$ cat config.mk
export PLATFORM = sky130hd
export DESIGN_NAME = fwd_scoreboard
export DESIGN_NICKNAME = d
export VERILOG_FILES = /design/src/rtl/fwd_scoreboard.sv
export SDC_FILE = /design/constraint.sdc
export NUM_CORES = 1
export LEC_CHECK = 0
export BUFFER_PORTS_ARGS = -buffer_cell sky130_fd_sc_hd__buf_2
export CAP_MARGIN = 20
export CORE_MARGIN = 5
export CORE_UTILIZATION = 54
export CTS_BUF_LIST = sky130_fd_sc_hd__clkbuf_2
export CTS_CLUSTER_SIZE = 14
export DETAILED_ROUTE_END_ITERATION = 10
export HOLD_SLACK_MARGIN = 0.15
export PLACE_DENSITY_LB_ADDON = 0.3
export SYNTH_ARGS = -nofsm -noshare
export SYNTH_HDL_FRONTEND = slang
export SYNTH_SLANG_ARGS = --single-unit
$ cat constraint.sdc
create_clock -name clk -period 2.2 [get_ports clk]
set_input_delay 0.22 -clock clk [delete_from_list [all_inputs] [get_ports clk]]
set_output_delay 0.22 -clock clk [all_outputs]
set_load 0.01 [all_outputs]
$ cat src/rtl/fwd_scoreboard.sv
// ---------------------------------------------------------------------------
// fwd_scoreboard
//
// Forwarding and load-use hazard unit for the pipelined LEGv8 datapath.
// A short registered "tag pipeline" remembers the destination register of
// every instruction that has left EX during the last DEPTH cycles. Tag
// stage 0 is EX/MEM, stage 1 is MEM/WB, and so on. Each source operand of
// the instruction currently in EX is compared against those tags:
//   - a hit selects the youngest producing stage as a bypass source;
//   - a hit on a load whose data is not yet available raises a stall.
//
// Parameters
//   NSRC        number of source operands of the EX instruction
//   DEPTH       number of forwardable tag stages after EX
//   REGW        register index width
//   ZREG        zero register index (never tracked, never forwarded)
//   LOAD_STAGE  first tag stage whose load data can be forwarded
//   SELW        width of one forward select (derived from DEPTH)
//
// Ports
//   clk        clock
//   reset      synchronous active-high reset
//   ex_valid   a valid instruction sits in EX this cycle
//   ex_rd      destination register of the EX instruction
//   ex_wb      the EX instruction writes the register file
//   ex_load    the EX instruction is a load
//   src_reg    source indices, operand i at [i*REGW +: REGW]
//   src_used   operand i is actually read
//   hold       external freeze of the whole pipeline
//   flush      squash the EX instruction this cycle
//   fwd_sel    per operand, 0 = register file, k = tag stage k-1
//   stall      load-use hazard, EX must not advance
//   stall_cnt  saturating count of stall cycles (FWD_STALL_CNT_EN only)
//
// Optional feature macro: FWD_STALL_CNT_EN
//   When defined, a 16-bit saturating stall cycle counter and its output
//   port stall_cnt are added. When undefined neither exists.
// ---------------------------------------------------------------------------
module fwd_scoreboard #(
    parameter int NSRC       = 2,
    parameter int DEPTH      = 2,
    parameter int REGW       = 5,
    parameter int ZREG       = 31,
    parameter int LOAD_STAGE = 1,
    parameter int SELW       = $clog2(DEPTH + 1)
) (
    input  logic                   clk,
    input  logic                   reset,
    input  logic                   ex_valid,
    input  logic [REGW-1:0]        ex_rd,
    input  logic                   ex_wb,
    input  logic                   ex_load,
    input  logic [NSRC*REGW-1:0]   src_reg,
    input  logic [NSRC-1:0]        src_used,
    input  logic                   hold,
    input  logic                   flush,
    output logic [NSRC*SELW-1:0]   fwd_sel,
    output logic                   stall
`ifdef FWD_STALL_CNT_EN
    ,
    output logic [15:0]            stall_cnt
`endif
);

    localparam logic [REGW-1:0] ZIDX = REGW'(ZREG);

    // Tag pipeline state, one entry per stage past EX.
    logic [DEPTH-1:0]           tag_v_q,  tag_v_d;
    logic [DEPTH-1:0][REGW-1:0] tag_rd_q, tag_rd_d;
    logic [DEPTH-1:0]           tag_ld_q, tag_ld_d;

    logic [NSRC*SELW-1:0] sel_raw;
    logic                 hazard_any;
    logic                 new_v;

    // Operand lookup. Stages are scanned from youngest to oldest and the
    // first hit is latched, so an older copy of the same register can never
    // override newer data. Only the youngest hit decides the hazard: an
    // older load of a register that has since been rewritten is harmless.
    always_comb begin
        logic [REGW-1:0] src;
        logic            found;
        sel_raw    = '0;
        hazard_any = 1'b0;
        src        = '0;
        found      = 1'b0;
        for (int i = 0; i < NSRC; i++) begin
            src   = src_reg[i*REGW +: REGW];
            found = 1'b0;
            for (int k = 0; k < DEPTH; k++) begin
                if (!found && tag_v_q[k] && (tag_rd_q[k] == src) &&
                    src_used[i] && (src != ZIDX)) begin
                    found                     = 1'b1;
                    sel_raw[i*SELW +: SELW]   = SELW'(k + 1);
                    if (tag_ld_q[k] && (k < LOAD_STAGE)) begin
                        hazard_any = 1'b1;
                    end
                end
            end
        end
    end

    // A flushed instruction cannot stall anything. While stalling, every
    // select is forced to the register file so the stalled operand values
    // are never mistaken for valid bypass data.
    always_comb begin
        stall   = ex_valid & ~flush & hazard_any;
        fwd_sel = stall ? '0 : sel_raw;
    end

    // Next tag state. A stalled EX instruction enters stage 0 as a bubble
    // while older entries keep draining, which is what lets the load move
    // into a forwardable stage. Under hold nothing moves at all.
    always_comb begin
        new_v    = ex_valid & ex_wb & (ex_rd != ZIDX) & ~flush & ~stall;
        tag_v_d  = tag_v_q;
        tag_rd_d = tag_rd_q;
        tag_ld_d = tag_ld_q;
        if (!hold) begin
            tag_v_d[0]  = new_v;
            tag_rd_d[0] = ex_rd;
            tag_ld_d[0] = ex_load;
            for (int k = 1; k < DEPTH; k++) begin
                tag_v_d[k]  = tag_v_q[k-1];
                tag_rd_d[k] = tag_rd_q[k-1];
                tag_ld_d[k] = tag_ld_q[k-1];
            end
        end
    end

    always_ff @(posedge clk) begin
        if (reset) begin
            tag_v_q  <= '0;
            tag_rd_q <= '0;
            tag_ld_q <= '0;
        end else begin
            tag_v_q  <= tag_v_d;
            tag_rd_q <= tag_rd_d;
            tag_ld_q <= tag_ld_d;
        end
    end

`ifdef FWD_STALL_CNT_EN
    logic [15:0] stall_cnt_q, stall_cnt_d;

    // Only cycles that actually cost progress are counted: a stall under
    // hold is not charged because the pipeline was frozen anyway.
    always_comb begin
        stall_cnt_d = stall_cnt_q;
        if (stall && !hold && (stall_cnt_q != 16'hFFFF)) begin
            stall_cnt_d = stall_cnt_q + 16'd1;
        end
    end

    always_ff @(posedge clk) begin
        if (reset) begin
            stall_cnt_q <= '0;
        end else begin
            stall_cnt_q <= stall_cnt_d;
        end
    end

    assign stall_cnt = stall_cnt_q;
`endif

endmodule

==> results.md, run 1 <==
- Outcome: completed
- Critical Path AT: 1.71 ns
- CP Launch Type: flip-flop
- TritonCTS clock tree: built
- Worst Setup SP: tag_rd_q[0]$_SDFFE_PP0N_
- Area of the core: 1490 µm²
- Number of CTS-inserted buffers: 3
- Distinct cells, synth: 24
- Reg2reg start: tag_rd_q[0]$_SDFFE_PP0N_
- Slowest Stage Delay on Critical Path: 0.38 ns
- Layout cell share with drive strength beyond 1: 0.272
- Largest net degree at the start of global routing: 15
- Leakage: 0.472 nW
- Hold Crit Start: ex_load
- 1st-iter DRT viols: 11
- Power Dens Cells: 477 nW/µm²
- RSZ-0062 raised after global routing: false
- Clock root buffer: clkbuf_2
- Clock edge transition at the registers on the reported setup and hold paths: 0.11 ns
- Most common cell after layout, fill and taps aside: buf_2
- Avg Cell Area, Syn: 8.65 µm²
- Max FO, Critical Path: 4
- # rows: 14
- Worst path bufs/invs: 1
- Sequential fraction of the synthesis area: 0.313
- Clock Latency Late Sink: 0.26 ns
- Critical Path RT: 1.98 ns
- Max Clock Skew: 0.00131 ns
- Crit. End Element: output pin
- Synth warnings: 0
- Post-cts resize count: 0
- All-Layer GR Usage: 0.160
- Max cap viols: 0
- Wire length per cell: 13.7 µm
- HP Class: in -> reg
- ANT nets after route: 0
- Post-synthesis cell area: 831 µm²
- First-pass detailed-route iteration total: 5
- Hold Violations, Final: 0
- Port Buffers: 28
- Final setup viols: 0
- H-Tree Level Count: 1
- Clock sinks: 13
- Slew Viols, Final: 0
- Full die area: 2420 µm²
- GR Overflow Total: 0
- Routed vias/inst: 5.55
- Die Span X: 49.2 µm
- First-pass GRT wire length: 3060 µm
- Initial antenna violation count: 0
- Routability cong.: 0.901
- Worst slew pin tran: 0.385 ns
- Area delta synth->final: 20.2%
- Synthesized Nets: 120
- Layout fillers: 128
- CP max-delay cell: dfxtp_1
- Setup bufs post-CTS: 0
- Nets@finish: 150
- Mapped Cells: 96
- Initial Utilization: 0.558
- Vias in the first global route: 735
- Top Ports: 29
- Post-route setup TNS: 0 ns
- Crit path cell chain: xor2_1 -> nor4_1 -> and4_4 -> a2111oi_4 -> buf_2
- Vias: 783
- # diodes: 0
- Worst vdd ir: 0.390 mV
- Top delay family on crit path: simple AND/OR/NAND/NOR gates
- Seq cells post-synth: 13
- Period utilization: 0.879
- Total routed wirelength: 1930 µm
- # DRC: 0
- Die height: 49.2 µm
- Clk buf depth: 2
- Min Tclk post-route: 1.93 ns
- Most frequent cells in the layout: buf_2 (28), nor2_1 (17), dfxtp_1 (13)
- Total Power: 0.476 mW
- FMAX: 517 MHz
- Kind of critical path: reg -> out
- Hold Buf Count CTS: 0
- Slew headroom: 0.740
==> layer usage <==
metal / global-route usage / vias to the layer above / share of wire
met5: 0 / - / 0
met4: 0.0897 / 0 / 0.023
met3: 0.0428 / 8 / 0.080
met2: 0.262 / 33 / 0.46
met1: 0.186 / 349 / 0.44
li1: - / 393 / -
==> stage by stage <==
step / instances / hold WS [ns] / util / setup slack, ns / instance area (µm²)
2_1_floorplan: 96 / 0.292 / - / 0.743 / 831
3_3_place_gp: 137 / 0.452 / 0.657 / 0.594 / 978
3_5_place_dp: 137 / 0.468 / 0.657 / 0.578 / 978
4_1_cts: 141 / 0.186 / 0.671 / 0.267 / 998
5_1_grt: 141 / 0.183 / 0.671 / 0.151 / 998
6_report: 141 / 0.192 / 0.671 / 0.267 / 998
==> cells by family after synthesis <==
family | share of synthesized area
AOI/OAI and AO/OA | 0.0708
xor gates and xnor gates | 0.211
buffers and inverters | 0.0151
DFF | 0.313
muxes | 0.145
and+or+nand+nor | 0.245
==> layout make-up <==
| class | count | area (µm²) | share of cell area |
|---|---|---|---|
| Multi-Input combinational cell | 80 | 558 | 0.559 |
| Sequential cell | 13 | 260 | 0.261 |
| Timing Repair Buffer | 28 | 140 | 0.140 |
| Clock buffer | 4 | 20.0 | 0.0201 |
| Tap cell | 16 | 20.0 | 0.0201 |
==> cells in the mapped netlist, drive strengths merged <==
| cell type | n | area share |
|---|---|---|
| nor2b | 1 | 0.0075 |
| a31oi | 1 | 0.0075 |
| and2 | 1 | 0.0075 |
| or3 | 1 | 0.0075 |
| a2111oi | 1 | 0.033 |
| buf | 1 | 0.0060 |
| dfxtp | 13 | 0.31 |
| o31ai | 1 | 0.0090 |
| a211oi | 1 | 0.0090 |
| o21ai | 1 | 0.0060 |
| clkbuf | 2 | 0.0090 |
| xnor2 | 8 | 0.084 |
| and3 | 2 | 0.015 |
| nor3 | 1 | 0.0060 |
| xor2 | 12 | 0.13 |
| and4 | 1 | 0.014 |
| nor4 | 3 | 0.023 |
| nor4bb | 1 | 0.012 |
| a21oi | 1 | 0.0060 |
| nand2 | 7 | 0.032 |
| nand3 | 5 | 0.030 |
| nor2 | 17 | 0.077 |
| mux2i | 12 | 0.14 |
| nand4 | 2 | 0.015 |
==> registers in the layout, summed over array words and instances (netlist names) <==
signal,count
tag_v_q,2
tag_ld_q,1
tag_rd_q,10
==> final timing paths <==
path | endpoint | depth (start not counted) | slack [ns]
hold / removal | tag_ld_q[0]$_SDFFE_PP0N_ | 3 | 0.19
hold reg to reg | tag_ld_q[0]$_SDFFE_PP0N_ | 2 | 0.55
setup / recovery | fwd_sel[3] | 5 | 0.27
setup reg to reg | tag_v_q[0]$_SDFFE_PP0N_ | 4 | 0.77
==> report_power, final <==
group          leakage, nW  internal (mW)  switching (mW)
Sequential           0.106          0.246          0.0135
Clock               0.0166         0.0482          0.0707
Combinational        0.348         0.0486          0.0490
==> worst register-to-register path, cell delays in order (launching register included) <==
cell and delay, ns:
dfxtp_1 0.38, xor2_1 0.18, nor4_1 0.36, and4_4 0.31, o31ai_1 0.09
No activity file was read; power rests on OpenSTA's default activity.
==> run 2: changes to the inputs <==
--- a/config.mk
+++ b/config.mk
@@ -8,12 +8,13 @@
 export BUFFER_PORTS_ARGS = -buffer_cell sky130_fd_sc_hd__buf_2
 export CAP_MARGIN = 20
 export CORE_MARGIN = 5
-export CORE_UTILIZATION = 54
+export CORE_UTILIZATION = 51
 export CTS_BUF_LIST = sky130_fd_sc_hd__clkbuf_2
 export CTS_CLUSTER_SIZE = 14
 export DETAILED_ROUTE_END_ITERATION = 10
 export HOLD_SLACK_MARGIN = 0.15
 export PLACE_DENSITY_LB_ADDON = 0.3
+export SETUP_SLACK_MARGIN = 0.15
 export SYNTH_ARGS = -nofsm -noshare
 export SYNTH_HDL_FRONTEND = slang
 export SYNTH_SLANG_ARGS = --single-unit
==> constraint.sdc (replaced) <==
create_clock -name clk -period 2 [get_ports clk]
set_input_delay 0 -clock clk [delete_from_list [all_inputs] [get_ports clk]]
set_output_delay 0 -clock clk [all_outputs]
set_load 0.01 [all_outputs]
==> results.md, run 2 (synthesis gave the netlist of run 1 again) <==
- Full die area: 2540 µm² (+4.7%)
- Slowest Stage Delay on Critical Path: 0.46 ns (+0.08 ns)
- Routed vias/inst: 5.53 (-0.50%)
- Crit. End Element: output pin
- Clock Latency Late Sink: 0.27 ns (about the same)
- Clock sinks: 13 (unchanged)
- ANT nets after route: 0 (unchanged)
- Area delta synth->final: 39.2%
- Clk buf depth: 2 (unchanged)
- Min Tclk post-route: 1.71 ns
- FMAX: 585 MHz
- Number of CTS-inserted buffers: 3 (unchanged)
- Top delay family on crit path: simple AND/OR/NAND/NOR gates
- Worst vdd ir: 0.343 mV (-12%)
- # diodes: 0 (unchanged)
- Largest regs: tag_rd_q: 10 flops, tag_v_q: 2 flops, tag_ld_q: 1 flops
- Initial Utilization: 0.545 (-0.0128)
- Outcome: completed
- Post-route setup TNS: 0 ns (unchanged)
- Port Buffers: 28 (unchanged)
- RSZ-0062 raised after global routing: false
- HP Class: in -> reg
- Leakage: 0.546 nW (+16%)
- All-Layer GR Usage: 0.189 (+0.0282)
- # DRC: 0 (unchanged)
- Die height: 50.4 µm (+2.3%)
- TritonCTS clock tree: built
- Total routed wirelength: 2250 µm (+16%)
- Clock root buffer: clkbuf_2
- Clock edge transition at the registers on the reported setup and hold paths: 0.13 ns (+0.02 ns)
- Layout cell share with drive strength beyond 1: 0.257 (-0.0149)
- Area of the core: 1520 µm² (+2.4%)
- First-pass GRT wire length: 3730 µm (+22%)
- Slew Viols, Final: 0 (unchanged)
- # rows: 14 (unchanged)
- Setup bufs post-CTS: 0 (unchanged)
- Period utilization: 0.855
- Hold Violations, Final: 0 (unchanged)
- Critical Path AT: 1.71 ns (about the same)
- Initial antenna violation count: 0 (unchanged)
- H-Tree Level Count: 1 (unchanged)
- CP Launch Type: flip-flop
- Critical Path RT: 2.00 ns (+0.02 ns)
- Largest net degree at the start of global routing: 15 (unchanged)
- Worst slew pin tran: 0.388 ns (+0.00269 ns)
- Post-DP HPWL: 1640 µm
- Area of the multi-input gates: 564 µm² (+1.1%)
- Crit path cell chain: xnor2_1 -> nand4_1 -> or3_1 -> a21oi_1 -> buf_2
- Slew headroom: 0.741 (+0.00171)
- Most frequent cells in the layout: buf_2 (28), nor2_1 (17), dlygate4sd3_1 (15)
- Kind of critical path: reg -> out
- Largest register FFs: 10 (unchanged)
- Die Span X: 50.4 µm (+2.3%)
- Most common cell after layout, fill and taps aside: buf_2
- Max Clock Skew: 0.00716 ns (+0.00585 ns)
- GR met3 Demand/Resource: 0.0562 (+0.0134)
- Placed cells: 137 (unchanged)
- Worst path bufs/invs: 1 (unchanged)
- Non-filler cells, final: 156 (+11%)
- GRT busiest layer: met2
- Vias in the first global route: 863 (+17%)
- Layout fillers: 118 (-7.8%)
- GR Overflow Total: 0 (unchanged)
- Max cap viols: 0 (unchanged)
- 1st-iter DRT viols: 13 (+2)
- Register Area: 262 µm² (+0.48%)
- Met1 usage: 0.243 (+0.0572)
- First-pass detailed-route iteration total: 4 (-1)
- CP max-delay cell: dfxtp_1
- Max FO, Critical Path: 4 (unchanged)
- Top Ports: 29 (unchanged)
- Power Dens Cells: 484 nW/µm² (+1.3%)
- Largest Register: tag_rd_q
- Final setup viols: 0 (unchanged)
- Vias: 862 (+10%)
- Routability cong.: 0.900 (about the same)
- Met2 Use GR: 0.293 (+0.0311)
- Wire length per cell: 14.4 µm (+5.2%)
- Nets@finish: 165 (+10%)
==> run 2: changes by cell type in the layout (fill, tap and decap cells not counted), sizes merged <==
cell / previous run / this run
dlygate4sd3: 0 / 15
==> run 2: worst register-to-register path: cells and delay by family (launching register included) <==
family                    cells  cell delay (ns)
xor gates and xnor gates      1             0.18
and+or+nand+nor               2             0.62
AOI/OAI and AO/OA             1             0.07
DFF                           1             0.38
==> run 2: through the flow <==
step | cell area (µm²) | total power [mW] | util | hold WS [ns] | setup WS (ns)
floorplan | 831 | 0.353 | - | 0.0724 | 0.718
global placement | 978 | 0.395 | 0.642 | 0.231 | 0.629
detailed placement | 978 | 0.399 | 0.642 | 0.243 | 0.558
CTS | 1150 | 0.558 | 0.754 | 0.189 | 0.237
global route | 1160 | 0.592 | 0.759 | 0.205 | 0.194
finish | 1160 | 0.559 | 0.759 | 0.203 | 0.291
==> run 2: per-layer routing <==
| layer | vias to the layer above | wire length, µm |
|---|---|---|
| li1 | 422 | - |
| met1 | 403 | 979 |
| met2 | 31 | 1030 |
| met3 | 6 | 208 |
| met4 | 0 | 30 |
| met5 | - | 0 |
==> run 2: repair_timing <==
action,CTS,global route
hold buffers,15,0
endpoints found under the setup margin,0,3
resized for setup,0,2
hold endpoints to repair,13,0
==> run 2: path summary, 6_finish.rpt <==
check / end / depth (start not counted) / slack, ns / startpoint
setup reg to reg: tag_v_q[0]$_SDFFE_PP0N_ / 4 / 0.65 / tag_rd_q[4]$_SDFFE_PP0N_
hold reg to reg: tag_v_q[1]$_SDFFE_PP0N_ / 2 / 0.57 / tag_v_q[1]$_SDFFE_PP0N_
setup / recovery: stall / 5 / 0.29 / tag_rd_q[3]$_SDFFE_PP0N_
hold / removal: tag_v_q[0]$_SDFFE_PP0N_ / 5 / 0.20 / ex_valid
==> run 2: where the power goes <==
group	switching, mW	leakage [nW]	internal [mW]
combinational	0.0593	0.423	0.0734
clock	0.0857	0.0166	0.0531
sequential	0.0162	0.107	0.271
==> run 2: area by class of cell <==
class / count / share of cell area
multi-input combinational: 80 / 0.488
timing repair buffer: 43 / 0.251
sequential: 13 / 0.226
clock buffer: 4 / 0.0173
tap: 16 / 0.0173
